===== config.mk =====
export PLATFORM = sky130hd
export DESIGN_NAME = decode_pipe
export DESIGN_NICKNAME = d
export VERILOG_FILES = /design/src/rtl/mips_pkg.sv /design/src/rtl/decode_fields.sv /design/src/rtl/decode_pipe.sv
export SDC_FILE = /design/constraint.sdc
export NUM_CORES = 1
export LEC_CHECK = 0
export ABC_AREA = 1
export BUFFER_PORTS_ARGS = -buffer_cell sky130_fd_sc_hd__buf_2
export CAP_MARGIN = 25
export CORE_UTILIZATION = 47
export CTS_BUF_LIST = sky130_fd_sc_hd__clkbuf_16
export CTS_CLUSTER_SIZE = 14
export DETAILED_ROUTE_END_ITERATION = 8
export GPL_ROUTABILITY_DRIVEN = 0
export PLACE_DENSITY = 0.72
export SLEW_MARGIN = 20
export SYNTH_ARGS = -nofsm -noshare
export SYNTH_HDL_FRONTEND = slang
export SYNTH_SLANG_ARGS = --single-unit

===== constraint.sdc =====
create_clock -name clock -period 12.5 [get_ports clock]
set_input_delay 2.5 -clock clock [delete_from_list [all_inputs] [get_ports clock]]
set_output_delay 2.5 -clock clock [all_outputs]
set_load 0.05 [all_outputs]

===== src/rtl/mips_pkg.sv =====
// Shared MIPS decode definitions: opcode/funct constants, class encodings, decoded-record layout.
package mips_pkg;

  localparam logic [5:0] OP_SPECIAL = 6'h00;
  localparam logic [5:0] OP_REGIMM  = 6'h01;
  localparam logic [5:0] OP_J       = 6'h02;
  localparam logic [5:0] OP_JAL     = 6'h03;
  localparam logic [5:0] OP_BEQ     = 6'h04;
  localparam logic [5:0] OP_BNE     = 6'h05;
  localparam logic [5:0] OP_BLEZ    = 6'h06;
  localparam logic [5:0] OP_BGTZ    = 6'h07;
  localparam logic [5:0] OP_ADDI    = 6'h08;
  localparam logic [5:0] OP_ADDIU   = 6'h09;
  localparam logic [5:0] OP_SLTI    = 6'h0A;
  localparam logic [5:0] OP_SLTIU   = 6'h0B;
  localparam logic [5:0] OP_ORI     = 6'h0D;
  localparam logic [5:0] OP_XORI    = 6'h0E;
  localparam logic [5:0] OP_LUI     = 6'h0F;
  localparam logic [5:0] OP_LB      = 6'h20;
  localparam logic [5:0] OP_LW      = 6'h23;
  localparam logic [5:0] OP_LBU     = 6'h24;
  localparam logic [5:0] OP_SB      = 6'h28;
  localparam logic [5:0] OP_SW      = 6'h2B;

  localparam logic [5:0] FN_SLL   = 6'h00;
  localparam logic [5:0] FN_SRL   = 6'h02;
  localparam logic [5:0] FN_SRA   = 6'h03;
  localparam logic [5:0] FN_SLLV  = 6'h04;
  localparam logic [5:0] FN_SRLV  = 6'h06;
  localparam logic [5:0] FN_SRAV  = 6'h07;
  localparam logic [5:0] FN_JR    = 6'h08;
  localparam logic [5:0] FN_JALR  = 6'h09;
  localparam logic [5:0] FN_MFHI  = 6'h10;
  localparam logic [5:0] FN_MFLO  = 6'h12;
  localparam logic [5:0] FN_MULT  = 6'h18;
  localparam logic [5:0] FN_MULTU = 6'h19;
  localparam logic [5:0] FN_DIV   = 6'h1A;
  localparam logic [5:0] FN_DIVU  = 6'h1B;
  localparam logic [5:0] FN_ADD   = 6'h20;
  localparam logic [5:0] FN_ADDU  = 6'h21;
  localparam logic [5:0] FN_SUB   = 6'h22;
  localparam logic [5:0] FN_SUBU  = 6'h23;
  localparam logic [5:0] FN_AND   = 6'h24;
  localparam logic [5:0] FN_OR    = 6'h25;
  localparam logic [5:0] FN_XOR   = 6'h26;
  localparam logic [5:0] FN_NOR   = 6'h27;
  localparam logic [5:0] FN_SLT   = 6'h2A;
  localparam logic [5:0] FN_SLTU  = 6'h2B;

  localparam logic [4:0] LINK_REG = 5'd31;

  typedef enum logic [1:0] {
    CLS_R   = 2'd0,
    CLS_I   = 2'd1,
    CLS_J   = 2'd2,
    CLS_ILL = 2'd3
  } insn_class_t;

  typedef struct packed {
    logic [5:0]  opcode;
    logic [4:0]  rs;
    logic [4:0]  rt;
    logic [4:0]  rd;
    logic [4:0]  sa;
    logic [5:0]  func;
    logic [31:0] imm;
    logic [25:0] target;
    insn_class_t cls;
    logic        wr_en;
    logic [4:0]  wr_reg;
    logic        illegal;
  } dec_rec_t;

  localparam int DEC_REC_W = $bits(dec_rec_t);

endpackage


===== src/rtl/decode_fields.sv =====
// Combinational MIPS field decoder; zero latency, no flow control.
// Unsupported encodings trap as class 3 only when DECODE_PIPE_ILLEGAL_TRAP_EN is defined.
module decode_fields
  import mips_pkg::*;
(
  input  logic [31:0]          insn,
  output logic [DEC_REC_W-1:0] rec_dat
);

  dec_rec_t    rec;
  logic        legal;
  logic        writes;
  logic [4:0]  dst;
  logic [31:0] sext;
  logic [31:0] zext;

  assign sext = {{16{insn[15]}}, insn[15:0]};
  assign zext = {16'h0000, insn[15:0]};

  always_comb begin
    rec        = '0;
    legal      = 1'b1;
    writes     = 1'b0;
    dst        = 5'd0;
    rec.opcode = insn[31:26];
    rec.rs     = insn[25:21];
    rec.rt     = insn[20:16];
    rec.rd     = insn[15:11];
    rec.sa     = insn[10:6];
    rec.func   = insn[5:0];
    rec.cls    = CLS_R;

    case (insn[31:26])
      OP_SPECIAL: begin
        case (insn[5:0])
          FN_ADD, FN_ADDU, FN_SUB, FN_SUBU, FN_MFHI, FN_MFLO,
          FN_SLT, FN_SLTU, FN_SLL, FN_SLLV, FN_SRL, FN_SRLV,
          FN_SRA, FN_SRAV, FN_AND, FN_OR, FN_XOR, FN_NOR, FN_JALR: begin
            writes = 1'b1;
            dst    = insn[15:11];
          end
          FN_MULT, FN_MULTU, FN_DIV, FN_DIVU, FN_JR: writes = 1'b0;
          default: legal = 1'b0;
        endcase
      end
      OP_ADDI, OP_ADDIU, OP_SLTI, OP_SLTIU, OP_LW, OP_LB, OP_LBU: begin
        rec.cls = CLS_I;
        rec.imm = sext;
        writes  = 1'b1;
        dst     = insn[20:16];
      end
      OP_ORI, OP_XORI: begin
        rec.cls = CLS_I;
        rec.imm = zext;
        writes  = 1'b1;
        dst     = insn[20:16];
      end
      OP_LUI: begin
        rec.cls = CLS_I;
        rec.imm = {insn[15:0], 16'h0000};
        writes  = 1'b1;
        dst     = insn[20:16];
      end
      // Stores and branches carry an offset but never write the register file.
      OP_SW, OP_SB, OP_BEQ, OP_BNE, OP_BLEZ, OP_BGTZ, OP_REGIMM: begin
        rec.cls = CLS_I;
        rec.imm = sext;
      end
      OP_J: begin
        rec.cls    = CLS_J;
        rec.target = insn[25:0];
      end
      OP_JAL: begin
        rec.cls    = CLS_J;
        rec.target = insn[25:0];
        writes     = 1'b1;
        dst        = LINK_REG;
      end
      default: legal = 1'b0;
    endcase

`ifdef DECODE_PIPE_ILLEGAL_TRAP_EN
    rec.cls     = legal ? rec.cls : CLS_ILL;
    rec.illegal = ~legal;
`else
    rec.cls     = legal ? rec.cls : CLS_R;
    rec.illegal = 1'b0;
`endif

    // Writes to $zero are architecturally discarded.
    rec.wr_en  = writes && (dst != 5'd0);
    rec.wr_reg = writes ? dst : 5'd0;
  end

  assign rec_dat = rec;

endmodule


===== src/rtl/decode_pipe.sv =====
// Decode stage: MIPS decoder feeding a DEPTH-entry record queue; push-to-visible latency 1 cycle.
// in_ready drops when full (no pass-through); flush empties the queue. Option: DECODE_PIPE_ILLEGAL_TRAP_EN.
module decode_pipe
  import mips_pkg::*;
#(
  parameter int DEPTH    = 2,
  parameter int PC_WIDTH = 32
) (
  input  logic                clock,
  input  logic                reset_n,
  input  logic                in_valid,
  output logic                in_ready,
  input  logic [31:0]         insn,
  input  logic [PC_WIDTH-1:0] pc_in,
  input  logic                flush,
  output logic                out_valid,
  input  logic                out_ready,
  output logic [5:0]          opcode_out,
  output logic [4:0]          rs_out,
  output logic [4:0]          rt_out,
  output logic [4:0]          rd_out,
  output logic [4:0]          sa_out,
  output logic [5:0]          func_out,
  output logic [31:0]         imm_out,
  output logic [25:0]         target_out,
  output logic [PC_WIDTH-1:0] pc_out,
  output logic [1:0]          class_out,
  output logic                wr_en_out,
  output logic [4:0]          wr_reg_out,
  output logic                illegal_out
);

  localparam int PW = (DEPTH > 1) ? $clog2(DEPTH) : 1;
  localparam int CW = PW + 1;
  localparam logic [CW-1:0] DEPTH_C = CW'(DEPTH);

  logic [DEC_REC_W-1:0] dec_dat;
  dec_rec_t             dec_rec;
  dec_rec_t             rec_mem [DEPTH];
  logic [PC_WIDTH-1:0]  pc_mem  [DEPTH];
  logic [PW-1:0]        wr_ptr;
  logic [PW-1:0]        rd_ptr;
  logic [CW-1:0]        count;
  logic                 push;
  logic                 pop;
  dec_rec_t             head;
  logic [PC_WIDTH-1:0]  head_pc;

  decode_fields u_decode_fields (
    .insn    (insn),
    .rec_dat (dec_dat)
  );

  assign dec_rec = dec_rec_t'(dec_dat);

  assign in_ready  = reset_n && (count < DEPTH_C);
  assign out_valid = (count != '0);
  assign push      = in_valid && in_ready;
  assign pop       = out_valid && out_ready;

  always_ff @(posedge clock) begin
    if (!reset_n) begin
      count  <= '0;
      wr_ptr <= '0;
      rd_ptr <= '0;
    end else if (flush) begin
      count  <= '0;
      wr_ptr <= '0;
      rd_ptr <= '0;
    end else begin
      if (push) wr_ptr <= wr_ptr + 1'b1;
      if (pop)  rd_ptr <= rd_ptr + 1'b1;
      case ({push, pop})
        2'b10:   count <= count + 1'b1;
        2'b01:   count <= count - 1'b1;
        default: count <= count;
      endcase
    end
  end

  // Storage needs no reset: entries are only observed through out_valid.
  always_ff @(posedge clock) begin
    if (push && !flush) begin
      rec_mem[wr_ptr] <= dec_rec;
      pc_mem[wr_ptr]  <= pc_in;
    end
  end

  assign head    = out_valid ? rec_mem[rd_ptr] : '0;
  assign head_pc = out_valid ? pc_mem[rd_ptr]  : '0;

  assign opcode_out  = head.opcode;
  assign rs_out      = head.rs;
  assign rt_out      = head.rt;
  assign rd_out      = head.rd;
  assign sa_out      = head.sa;
  assign func_out    = head.func;
  assign imm_out     = head.imm;
  assign target_out  = head.target;
  assign pc_out      = head_pc;
  assign class_out   = head.cls;
  assign wr_en_out   = head.wr_en;
  assign wr_reg_out  = head.wr_reg;
  assign illegal_out = head.illegal;

endmodule


==> impl_metrics.csv <==
group,metric,value,unit
global_routing,track_usage,0.204,
setup_path,worst_ep_arrival_time,3.07,ns
synth,syn_area_per_cell,11.8,um2
finish,nets,1161,
sta,hold_viol,0,
synth,ys_seq_area_frac,0.742,
pwr,p_sw,0.000421,W
status,outcome,"finished, violations left",
status,violations,"design-rule violations",
sta,fmax,0.180,GHz
sta,slew_violations,0,
placed_design,pre_cts_slack,6.99,ns
cts,cts_hold_buf,0,
setup_path,crit_path_max_fanout,91,
die,die_x,153,um
flow_run,maxCapViolations,0,
finish,multiInputGateArea,0.00238,mm2
drt,drc,20,
cts,cts_root_buffer,"clkbuf_16",
cts,clkTransAtPathRegs,0.06,ns
pwr,internal-power,0.00147,W
cts,numCtsBuffers,28,
die,io_pins,202,
cts,clock_path_buffers,3,
pwr,vdd.ir_drop.worst,0.110,mV
sta,tightest_slew,1.03,ns
finish,final-seq-area,0.00791,mm2
sta,clock-skew-final,0.00803,ns
global_routing,grt_overflow,0,
setup_path,endpoint_kind,"primary output",
sta,period_share,0.446,
setup_path,path_cells,"inv_4 -> buf_4 -> nand2_1 -> a21oi_1 -> buf_2",
sta,rsz0062_at_grt,"false",
sta,slew_headroom,0.316,
cts,ctsResizeCount,0,
drt,wire_per_inst,17.3,um
setup_path,worstPathRequired,10.00,ns
sta,worst_hold_slack,0.444,ns
synth,syn_area,0.0107,mm2
die,rows,54,
pwr,p_leak,5.15,nW
global_routing,grt_max_degree,92,
drt,drt-total-wl,24.0,mm
setup_path,rrSetupSlack,9.68,ns
finish,fill_cells,1851,
global_routing,antenna_found_initial,1,
synth,synth_cells,901,
global_routing,use_met3,0.0387,
pwr,swShare,0.222,
drt,ant_nets,0,
die,die_h,153,um
global_routing,gr-usage-met2,0.342,
cts,cts.sinks,265,
pwr,comb_power_share,0.065,
setup_path,cp_slowest_cell,"buf_4",
global_routing,grt_pass1_vias,7036,
setup_path,crit_type,"reg -> out",
pwr,seqPwrFrac,0.525,
synth,yosysWarnings,0,
sta,fin_ws,6.93,ns
synth,ys_types,27,
drt,vias,7222,
synth,synth-seq-cells,265,
finish,synthToLayoutAreaGrowth,19.6,%
hold_path,hold_path_class,"reg -> reg",
global_routing,gr-usage-met1,0.277,
die,dieArea,0.0233,mm2
cts,cts_tree,"built",
pwr,powerDensity,149,mW/mm2
sta,setup_viol,0,
setup_path,cp_slowest_stage_delay,0.80,ns
drt,vias_per_cell,5.19,
die,core_area,0.0220,mm2
setup_path,start_kind,"flop",
sta,period_minus_slack,5.57,ns
drt,drtPass1Iterations,8,
pwr,p_clk_frac,0.410,
cts,postCtsSetupRepairBufs,0,
synth,syn_nets,971,
cts,insertion_delay,0.52,ns
placed_design,portBuffers,200,
finish,layout-drive-gt1-share,0.246,
global_routing,grt.busiest_layer,"met2",
placed_design,hpwlAfterDp,14.2,mm
drt,drt_iter0_drc,588,
global_routing,grt_pass1_wl,37.3,mm
die,start_util,0.484,
cts,cts.htree.levels,1,
cell usage in the layout (no fill, tap or decap), types with 3 or more instances in the layout:
cell | netlist | routed
nor2_2 | 10 | 10
dfxtp_1 | 5 | 4
clkinv_2 | 0 | 4
inv_1 | 39 | 45
o21ai_0 | 4 | 4
clkinv_1 | 0 | 5
nand3_1 | 16 | 16
buf_2 | 20 | 200
buf_4 | 3 | 9
clkbuf_16 | 0 | 29
edfxtp_1 | 260 | 260
nand2_1 | 314 | 314
nand2_2 | 3 | 3
a21oi_1 | 135 | 135
nor2_4 | 2 | 3
nor2_1 | 48 | 47
flip-flops by register name, indices dropped and copies added, names as in the netlist, named ones only:
signal	count
count	2
pc_mem	64
rd_ptr	1
rec_mem	196
wr_ptr	1
Yosys cell counts, drive strengths merged:
library cell,n,area [um2]
o211ai,1,7.51
nor3,3,15.0
buf,24,134
o21ai,4,20.0
nand2,317,1200
xnor2,1,8.76
nand3,19,118
conb,1,3.75
o211a,1,17.5
o22ai,1,6.26
dfxtp,5,100
a21oi,135,676
nor3b,1,7.51
nor2,60,265
inv,41,154
ha,1,12.5
edfxtp,260,7810
or2,1,6.26
clkbuf,25,93.8
cells by family after synthesis:
| kind of cell | synth area share |
|---|---|
| and+or+nand+nor | 0.151 |
| DFF | 0.742 |
| AOI/OAI and AO/OA | 0.0683 |
| buffers and inverters | 0.0358 |
| xor gates and xnor gates | 0.000823 |
| adders and majority gates | 0.00117 |
| other | 0.000352 |
layout make-up:
| cell class | count | share of cell area |
|---|---|---|
| Sequential cell | 265 | 0.621 |
| Multi-Input combinational cell | 546 | 0.187 |
| Timing Repair Buffer | 209 | 0.0839 |
| Clock buffer | 29 | 0.0570 |
| Tap cell | 280 | 0.0275 |
| Inverter | 41 | 0.0123 |
| Clock inverter | 20 | 0.0110 |
| Antenna cell | 1 | 0.000197 |
metal layers:
layer  wire length (um)  vias to the layer above
li1                   -                     3465
met1              10300                     3496
met2              11500                      232
met3               1820                       29
met4                354                        0
met5                  0                        -
final timing paths:
path,cells after the start,endpoint,start
worst min-delay path,1,flop,rd_ptr
worst max-delay path,5,pc_out[17],flop
worst max register to register,5,pc_mem[1][25],count[1]
worst min register to register,1,flop,rd_ptr
metrics by stage:
stage,TNS [ns],power (W),util,area [um2],cells
final,0,0.00189,0.578,12700,1391
after floorplan,-152.64,0.00110,-,10700,901
after CTS,0,0.00191,0.578,12700,1390
after global placement,0,0.00114,0.538,11900,1340
after detailed placement,0,0.00114,0.539,11900,1341
after global routing,0,0.00195,0.578,12700,1391
critical path: cells and delay by family, from the launching register on:
kind                   cells  cell delay [ns]
buffers and inverters      3             1.53
DFF                        1             0.54
AOI/OAI and AO/OA          1             0.19
and+or+nand+nor            1             0.15
power by group through the flow:
| stage | clock (W) | sequential [W] | combinational [W] |
|---|---|---|---|
| 5_1_grt | 0.000825 | 0.000995 | 0.000134 |
| 2_1_floorplan | 0 | 0.00102 | 0.0000818 |
| 6_report | 0.000777 | 0.000994 | 0.000124 |
| 4_1_cts | 0.000795 | 0.000994 | 0.000125 |
| 3_3_place_gp | 0 | 0.00101 | 0.000123 |
| 3_5_place_dp | 0 | 0.00101 | 0.000125 |
Power figures use the tool's default switching activity.
